==> config.mk <==
export PLATFORM = sky130hd
export DESIGN_NAME = latch_bist
export DESIGN_NICKNAME = d
export VERILOG_FILES = /design/src/rtl/latch_bist_pkg.sv /design/src/rtl/latch_bist_seq_rom.sv /design/src/rtl/latch_bist.sv
export SDC_FILE = /design/constraint.sdc
export NUM_CORES = 1
export LEC_CHECK = 0
export ABC_AREA = 1
export CAP_MARGIN = 10
export CORE_MARGIN = 5
export CORE_UTILIZATION = 40
export DETAILED_ROUTE_END_ITERATION = 16
export PLACE_DENSITY = 0.64
export SLEW_MARGIN = 20
export SYNTH_ARGS = -nofsm -noshare
export SYNTH_HDL_FRONTEND = slang
export SYNTH_SLANG_ARGS = --single-unit
==> constraint.sdc <==
create_clock -name clk_i -period 3.8 [get_ports clk_i]
set_clock_uncertainty 0.15 [all_clocks]
set_input_delay 0.76 -clock clk_i [delete_from_list [all_inputs] [get_ports clk_i]]
set_output_delay 0.76 -clock clk_i [all_outputs]
set_load 0.02 [all_outputs]
==> src/rtl/latch_bist_pkg.sv <==
// latch_bist_pkg: shared types and the fixed step table for the latch self-test.
package latch_bist_pkg;
    localparam int NUM_STEPS = 8;
    localparam int STEP_W    = 3;

    typedef enum logic [2:0] {
        ST_IDLE,
        ST_APPLY,
        ST_SETTLE,
        ST_CHECK,
        ST_DONE
    } state_e;

    typedef struct packed {
        logic d;
        logic e;
        logic exp_q;
    } step_t;

    // One {d,e,exp_q} entry per step; step 0 sits in the low bits.
    localparam logic [NUM_STEPS*3-1:0] STEP_TABLE = {
        3'b100,  // 7: hold, stays 0
        3'b010,  // 6: reset
        3'b001,  // 5: hold, stays 1
        3'b101,  // 4: hold, stays 1
        3'b111,  // 3: set
        3'b100,  // 2: hold, stays 0
        3'b000,  // 1: hold, stays 0
        3'b010   // 0: clear to a known state
    };
endpackage

==> src/rtl/latch_bist_seq_rom.sv <==
// latch_bist_seq_rom: combinational lookup of the stimulus/expectation for a step.
//   step_i  : step index
//   entry_o : {d, e, exp_q} for that step
module latch_bist_seq_rom
    import latch_bist_pkg::*;
(
    input  logic [STEP_W-1:0] step_i,
    output step_t             entry_o
);
    assign entry_o = STEP_TABLE[3*step_i +: 3];
endmodule

==> src/rtl/latch_bist.sv <==
// latch_bist: walks a D-latch through an 8-step set/reset/hold sequence and reports the result.
//   clk_i, rstn_i          : clock, synchronous active-low reset
//   start_i                : start request, honoured only when idle or done
//   latch_d_o, latch_e_o   : registered drive to the latch under test
//   latch_q_i, latch_nq_i  : latch outputs, sampled after the settle window
//   busy_o, done_o, pass_o : run status; pass_o is valid while done_o is high
//   fail_step_o, fail_obs_o: first failing step and the {Q,nQ} seen there
module latch_bist
    import latch_bist_pkg::*;
#(
    parameter int unsigned SETTLE_CYCLES = 2
) (
    input  logic              clk_i,
    input  logic              rstn_i,
    input  logic              start_i,
    output logic              latch_d_o,
    output logic              latch_e_o,
    input  logic              latch_q_i,
    input  logic              latch_nq_i,
    output logic              busy_o,
    output logic              done_o,
    output logic              pass_o,
    output logic [STEP_W-1:0] fail_step_o,
    output logic [1:0]        fail_obs_o
);
    if (SETTLE_CYCLES < 1 || SETTLE_CYCLES > 255) begin : g_cfg_err
        $error("latch_bist: SETTLE_CYCLES must be 1..255");
    end

    state_e            state_q, state_d;
    logic [STEP_W-1:0] step_q, step_d;
    logic [7:0]        cnt_q, cnt_d;
    logic              d_q, d_d, e_q, e_d;
    logic              busy_q, busy_d, done_q, done_d, pass_q, pass_d;
    logic [STEP_W-1:0] fail_step_q, fail_step_d;
    logic [1:0]        fail_obs_q, fail_obs_d;
    step_t             entry;
    logic              match;

    latch_bist_seq_rom u_rom (
        .step_i  (step_q),
        .entry_o (entry)
    );

    // An X/Z on Q or nQ leaves match unknown, which the if below treats as a mismatch.
    assign match = (latch_q_i == entry.exp_q) && (latch_nq_i == ~latch_q_i);

    always_comb begin
        state_d     = state_q;
        step_d      = step_q;
        cnt_d       = cnt_q;
        d_d         = d_q;
        e_d         = e_q;
        busy_d      = busy_q;
        done_d      = done_q;
        pass_d      = pass_q;
        fail_step_d = fail_step_q;
        fail_obs_d  = fail_obs_q;
        case (state_q)
            ST_IDLE, ST_DONE: begin
                if (start_i) begin
                    state_d     = ST_APPLY;
                    step_d      = '0;
                    busy_d      = 1'b1;
                    done_d      = 1'b0;
                    pass_d      = 1'b0;
                    fail_step_d = '0;
                    fail_obs_d  = '0;
                end
            end
            ST_APPLY: begin
                d_d     = entry.d;
                e_d     = entry.e;
                cnt_d   = 8'(SETTLE_CYCLES - 1);
                state_d = ST_SETTLE;
            end
            ST_SETTLE: begin
                if (cnt_q != '0) cnt_d = cnt_q - 8'd1;
                else             state_d = ST_CHECK;
            end
            ST_CHECK: begin
                if (match) begin
                    if (step_q == STEP_W'(NUM_STEPS - 1)) begin
                        state_d = ST_DONE;
                        busy_d  = 1'b0;
                        done_d  = 1'b1;
                        pass_d  = 1'b1;
                    end else begin
                        step_d  = step_q + 1'b1;
                        state_d = ST_APPLY;
                    end
                end else begin
                    // Drop enable so the latch holds whatever state exposed the fault.
                    state_d     = ST_DONE;
                    busy_d      = 1'b0;
                    done_d      = 1'b1;
                    pass_d      = 1'b0;
                    fail_step_d = step_q;
                    fail_obs_d  = {latch_q_i, latch_nq_i};
                    e_d         = 1'b0;
                end
            end
            default: state_d = ST_IDLE;
        endcase
    end

    always_ff @(posedge clk_i) begin
        if (!rstn_i) begin
            state_q     <= ST_IDLE;
            step_q      <= '0;
            cnt_q       <= '0;
            d_q         <= 1'b0;
            e_q         <= 1'b0;
            busy_q      <= 1'b0;
            done_q      <= 1'b0;
            pass_q      <= 1'b0;
            fail_step_q <= '0;
            fail_obs_q  <= '0;
        end else begin
            state_q     <= state_d;
            step_q      <= step_d;
            cnt_q       <= cnt_d;
            d_q         <= d_d;
            e_q         <= e_d;
            busy_q      <= busy_d;
            done_q      <= done_d;
            pass_q      <= pass_d;
            fail_step_q <= fail_step_d;
            fail_obs_q  <= fail_obs_d;
        end
    end

    assign latch_d_o   = d_q;
    assign latch_e_o   = e_q;
    assign busy_o      = busy_q;
    assign done_o      = done_q;
    assign pass_o      = pass_q;
    assign fail_step_o = fail_step_q;
    assign fail_obs_o  = fail_obs_q;
endmodule
==> qor.csv, run 1 <==
stage,metric,value,unit
critical_path,required,2890,ps
synthesis,synthCells,185,
critical_path,slowest_stage,clkdlybuf4s50_1,
critical_path,cp_num_buf_inv,1,
synthesis,syn_area,0.00126,mm²
cts,cts_max_path_buffers,2,
cts,cts_root_buffer,clkbuf_4,
die,core_area,0.00305,mm²
finish,n_fill_cell,319,
cts,cts_resized,0,
synthesis,synth-seq-cells,24,
finish,fin_nets,212,
detailed_routing,initialDrtViolationCount,40,
cts,cts_buffers,3,
grt,antenna_found_initial,0,
critical_path,cp_data_arrival_time,1300,ps
synthesis,synth_area_per_cell,6.82,µm²
detailed_routing,wl_per_cell,10.8,µm
timing,fin_ws,1590,ps
placement,post-place-ws,1490,ps
synthesis,syn-num-nets,195,
timing,finalSetupTns,0,ps
timing,hold_viol,0,
detailed_routing,routed_wirelength,2650,µm
synthesis,yosysSeqAreaShare,38.1,%
critical_path,criticalPathCategory,reg -> out,
critical_path,critical_path_depth,1,
timing,rsz0062_at_grt,false,
critical_path,endpoint_kind,output pin,
die,ios,15,
placement,gp_congestion,0.892,
detailed_routing,drc_errors,0,
synthesis,yosysUniqueCellTypes,23,
power_and_ir_drop,vdd_drop_max,218,µV
outcome,outcome,"complete, no violations",
critical_path,path_delay_family,buffers and inverters,
cts,cts_tree,done,
detailed_routing,dr.pass1.iters,4,
cts,cts_sinks,24,
job,drv_cap,0,
hold_path,whs_path_depth,2,
critical_path,critPathLaunchType,flop,
grt,grt_pass1_vias,1160,
cts,cts.htree.levels,1,
finish,final_common_cell,nand2_1,
cts,clkTransAtPathRegs,140,ps
synthesis,yosysWarnings,0,
detailed_routing,via_per_inst,4.78,
timing,setup_viol,0,
finish,layout_common_cells,"nand2_1 (44), dfxtp_1 (24), inv_1 (23), nor2_1 (19), nand3_1 (18)",
timing,tightest_slew,494,ps
finish,multi_input_area,662,µm²
detailed_routing,drtAntennaViolNets,0,
die,die_h,66.2,µm
power_and_ir_drop,power_density,439,mW/mm²
cts,postCtsSetupBuffers,0,
critical_path,slowest_delay,620,ps
critical_path,rr_worst_depth,8,
placement,hpwl,2060,µm
timing,slew_headroom,67.0,%
finish,antennaDiodeCount,0,
finish,final-seq-area,480,µm²
die,die-area,0.00438,mm²
timing,min_period_over_period,58.0,%
die,start_util,41.4,%
finish,syn_to_final_growth,19.0,%
placement,numPortBuffers,14,
grt,track_usage,14.1,%
die,chipWidth,66.2,µm
cts,clk_latency,310,ps
grt,grt_pass1_wl,4840,µm
timing,fin_crit,2210,ps
timing,timing.fmax,454,MHz
timing,slew_violations,0,
grt,grt_max_degree,16,
critical_path,crit_fanout,2,
hold_path,hp-class,reg -> reg,
power_and_ir_drop,leakagePower,0.647,nW
die,row_count,20,
cts,cts_hold_buffers,0,
finish,drive_above_1_share,10.4,%
critical_path,path_cells,clkdlybuf4s50_1,
grt,overflow,0,
detailed_routing,vias,1170,
[worst min-delay path: stages, from the launching register on]
cell and delay, ps:
dfxtp_1 340, inv_1 40, a21oi_1 50
[final timing paths]
path / from / end / slack (ps)
worst min-delay path: busy_o$_SDFFE_PN0P_ / busy_o$_SDFFE_PN0P_ / 310
worst max register to register: cnt_q[0]$_SDFFE_PN0P_ / cnt_q[7]$_SDFFE_PN0P_ / 2110
worst min register to register: busy_o$_SDFFE_PN0P_ / busy_o$_SDFFE_PN0P_ / 310
worst max-delay path: fail_step_o[2]$_SDFFE_PN0P_ / fail_step_o[2] / 1590
[power breakdown]
| group | internal [mW] | switching (mW) |
|---|---|---|
| clock network | 0.107 | 0.0766 |
| logic | 0.0702 | 0.120 |
| registers | 0.272 | 0.0151 |
| total | 0.448 | 0.212 |
[synthesized netlist by cell type]
| library cell | number | area share [%] |
|---|---|---|
| nand2_1 | 44 | 13 |
| dfxtp_1 | 24 | 38 |
| inv_1 | 23 | 6.8 |
| nor2_1 | 19 | 5.6 |
| nand3_1 | 18 | 7.1 |
| a21oi_1 | 15 | 5.9 |
| inv_2 | 7 | 2.1 |
| o21ai_1 | 6 | 2.4 |
| ha_1 | 5 | 5.0 |
| nand2_2 | 5 | 2.5 |
| xor2_1 | 3 | 2.1 |
| clkbuf_1 | 2 | 0.59 |
| nand4_1 | 2 | 0.99 |
| nor2_4 | 2 | 1.8 |
| o21ai_0 | 2 | 0.79 |
| a31oi_1 | 1 | 0.50 |
| nand3_2 | 1 | 0.79 |
| nand3b_1 | 1 | 0.59 |
| nor2_2 | 1 | 0.50 |
| nor3_1 | 1 | 0.40 |
| nor3_4 | 1 | 1.3 |
| o211ai_1 | 1 | 0.59 |
| or2_0 | 1 | 0.50 |
[metrics by stage]
stage	instances	area [µm²]	hold slack (ps)	utilization (%)	total power [mW]
2_1_floorplan	185	1260	294	-	0.432
3_3_place_gp	241	1450	289	47.5	0.480
3_5_place_dp	241	1450	290	47.5	0.485
4_1_cts	245	1500	310	49.2	0.672
5_1_grt	245	1500	341	49.2	0.712
6_report	245	1500	309	49.2	0.660
[state kept, by name (all words and copies together), names as in the netlist]
name,flops
pass_o,1
fail_obs_o,2
state_q,3
latch_e_o,1
done_o,1
cnt_q,8
busy_o,1
fail_step_o,3
latch_d_o,1
step_q,3
[kinds of logic after synthesis]
kind of cell,synth area share [%]
and+or+nand+nor,35.2
buffers and inverters,9.51
AOI/OAI and AO/OA,10.2
DFF,38.1
adders and majority gates,4.96
xor gates and xnor gates,2.08
[routing by layer]
| layer | GRT usage (%) | wire length [µm] |
|---|---|---|
| met1 | 15.9 | 1180 |
| met2 | 25.3 | 1340 |
| met3 | 2.89 | 96 |
| met4 | 5.84 | 27 |
| met5 | 0 | 0 |
[layout make-up]
cell class | count | area share (%)
multi-input combinational | 129 | 44.0
sequential | 24 | 32.0
timing repair buffer | 14 | 9.33
inverter | 30 | 7.49
tap | 44 | 3.66
clock inverter | 1 | 2.00
clock buffer | 3 | 1.50
Power figures use the tool's default switching activity.
==> run 2, diff against run 1 <==
Settings changed: PLACE_DENSITY 0.64 to 0.67.
Clock period 3.8 ns to 1.77 ns, I/O delays scaled along.
==> qor.csv, run 2 (same netlist as run 1, synthesis figures left out) <==
stage,metric,value,unit
critical_path,critPathCapture,fail_step_o[1]$_SDFFE_PN0P_,
power_and_ir_drop,vdd_drop_max,460,µV
cts,clk_latency,310,ps
finish,design_area,0.00151,mm²
critical_path,endpoint_kind,flop,
die,start_util,41.4,%
timing,slew_violations,0,
timing,finalSetupTns,0,ps
cts,cts.htree.levels,1,
die,die_h,66.2,µm
timing,setup_viol,0,
finish,layout_common_cells,"nand2_1 (44), dfxtp_1 (24), inv_1 (23), nor2_1 (19), nand3_1 (18)",
critical_path,r2r_slack,190,ps
power_and_ir_drop,power.share.combinational,30.9,%
critical_path,critPathLaunchType,flop,
grt,track_usage,13.2,%
critical_path,criticalPathCategory,reg -> reg,
placement,post-place-ws,-41.8,ps
critical_path,regToRegEndpoint,fail_step_o[1]$_SDFFE_PN0P_,
grt,grt_pass1_wl,4600,µm
detailed_routing,via_per_inst,4.58,
die,chipWidth,66.2,µm
die,ios,15,
hold_path,hold_path_startpoint,pass_o$_SDFFE_PN0P_,
timing,hold_viol,0,
critical_path,reg2reg_from,step_q[1]$_SDFFE_PN0P_,
die,core_area,0.00305,mm²
detailed_routing,drc_errors,0,
die,row_count,20,
power_and_ir_drop,p_sw,448,µW
cts,cts_hold_buffers,0,
cts,postCtsSetupBuffers,0,
cts,cts_sinks,24,
grt,grt_max_degree,14,
placement,gp_congestion,0.795,
job,drv_cap,0,
timing,fin_ws,194,ps
timing,rsz0062_at_grt,false,
grt,grt_pass1_vias,1095,
cts,cts_root_buffer,clkbuf_4,
cts,cts_max_path_buffers,2,
cts,cts_buffers,3,
placement,hpwl,1980,µm
power_and_ir_drop,leakagePower,0.701,nW
detailed_routing,dr.pass1.iters,4,
finish,largest_reg_flops,8,
finish,fin_nets,215,
critical_path,required,1870,ps
power_and_ir_drop,power_density,864,mW/mm²
timing,min_period_over_period,89.0,%
grt,overflow,0,
timing,slew_headroom,75.3,%
placement,numPortBuffers,14,
critical_path,crit_start,step_q[1]$_SDFFE_PN0P_,
power_and_ir_drop,swShare,34.3,%
detailed_routing,routed_wirelength,2510,µm
finish,top_register,cnt_q,
power_and_ir_drop,pwr-share-clk,21.9,%
timing,timing.fmax,635,MHz
detailed_routing,vias,1136,
critical_path,cp_data_arrival_time,1680,ps
die,die-area,0.00438,mm²
cts,clkTransAtPathRegs,130,ps
timing,fin_crit,1580,ps
outcome,outcome,"complete, no violations",
hold_path,hp-class,reg -> reg,
power_and_ir_drop,seqPwrFrac,47.2,%
finish,final_common_cell,nand2_1,
power_and_ir_drop,p_int,857,µW
critical_path,crit_fanout,5,
detailed_routing,drtAntennaViolNets,0,
cts,cts_tree,done,
detailed_routing,initialDrtViolationCount,45,
hold_path,whs_path_depth,2,
power_and_ir_drop,finalPower,1.30,mW
finish,syn_to_final_growth,19.5,%
detailed_routing,wl_per_cell,10.1,µm
grt,antenna_found_initial,0,
finish,drive_above_1_share,11.8,%
critical_path,rr_worst_depth,7,
timing,tightest_slew,370,ps
finish,utilization,49.4,%
placement,dpl_cell_area,0.00149,mm²
finish,antennaDiodeCount,0,
==> run 2: cell count changes in the layout (fill, tap and decap cells not counted), sizes merged <==
cell / delta
buf: +3
bufinv: -1
dlygate4sd2: +10
clkdlybuf4s50: -10
clkbuf: +1
==> run 2: area by class of cell <==
cell class | instances | area [µm²]
Sequential cell | 24 | 480
Tap cell | 44 | 55.1
Inverter | 30 | 113
Clock buffer | 4 | 36.3
Fill cell | 326 | 1540
Timing Repair Buffer | 17 | 163
Multi-Input combinational cell | 129 | 662
==> run 2: critical path: stages, from the launching register on <==
cell and delay [ps]:
dfxtp_1 430, ha_1 220, nand2_1 70, nand3_1 90, nand2_2 80, nor2_1 190, nand2_1 150, o21ai_1 140
==> run 2: metal layers <==
metal | global-route usage [%] | vias to the layer above | wire [µm]
met3 | 2.55 | 2 | 32
met2 | 22.1 | 3 | 1160
met1 | 16.9 | 506 | 1300
li1 | - | 625 | -
met5 | 0 | - | 0
met4 | 4.31 | 0 | 21
==> run 2: metrics by stage <==
step                instances  hold WS (ps)
detailed placement        244           291
global route              248           335
CTS                       248           311
floorplan                 185           294
finish                    248           308
global placement          244           299
==> run 2: repair_timing <==
action | 4_1_cts | 5_1_grt
resized for setup | 10 | 0
endpoints found under the setup margin | 10 | 0
endpoints found under the hold margin | 0 | 0
==> run 2: power groups by stage <==
stage | Sequential [mW] | Clock (mW) | Combinational (mW)
2_1_floorplan | 0.644 | 0 | 0.283
3_3_place_gp | 0.628 | 0 | 0.420
3_5_place_dp | 0.629 | 0 | 0.417
4_1_cts | 0.616 | 0.300 | 0.407
5_1_grt | 0.626 | 0.324 | 0.463
6_report | 0.615 | 0.286 | 0.403
==> run 2: how the worst min path moves through the flow <==
stage                       endpoint  slack [ps]
2_1_floorplan  cnt_q[6]$_SDFFE_PN0P_         290
3_3_place_gp     pass_o$_SDFFE_PN0P_         300
3_5_place_dp     pass_o$_SDFFE_PN0P_         290
4_1_cts          pass_o$_SDFFE_PN0P_         310
5_1_grt          busy_o$_SDFFE_PN0P_         340
6_report         pass_o$_SDFFE_PN0P_         310
==> run 3, diff against run 2 <==
Settings changed: SKIP_LAST_GASP set to 1.
==> results of run 3 <==
Final layout, timing and power as in run 2 (identical DEF).
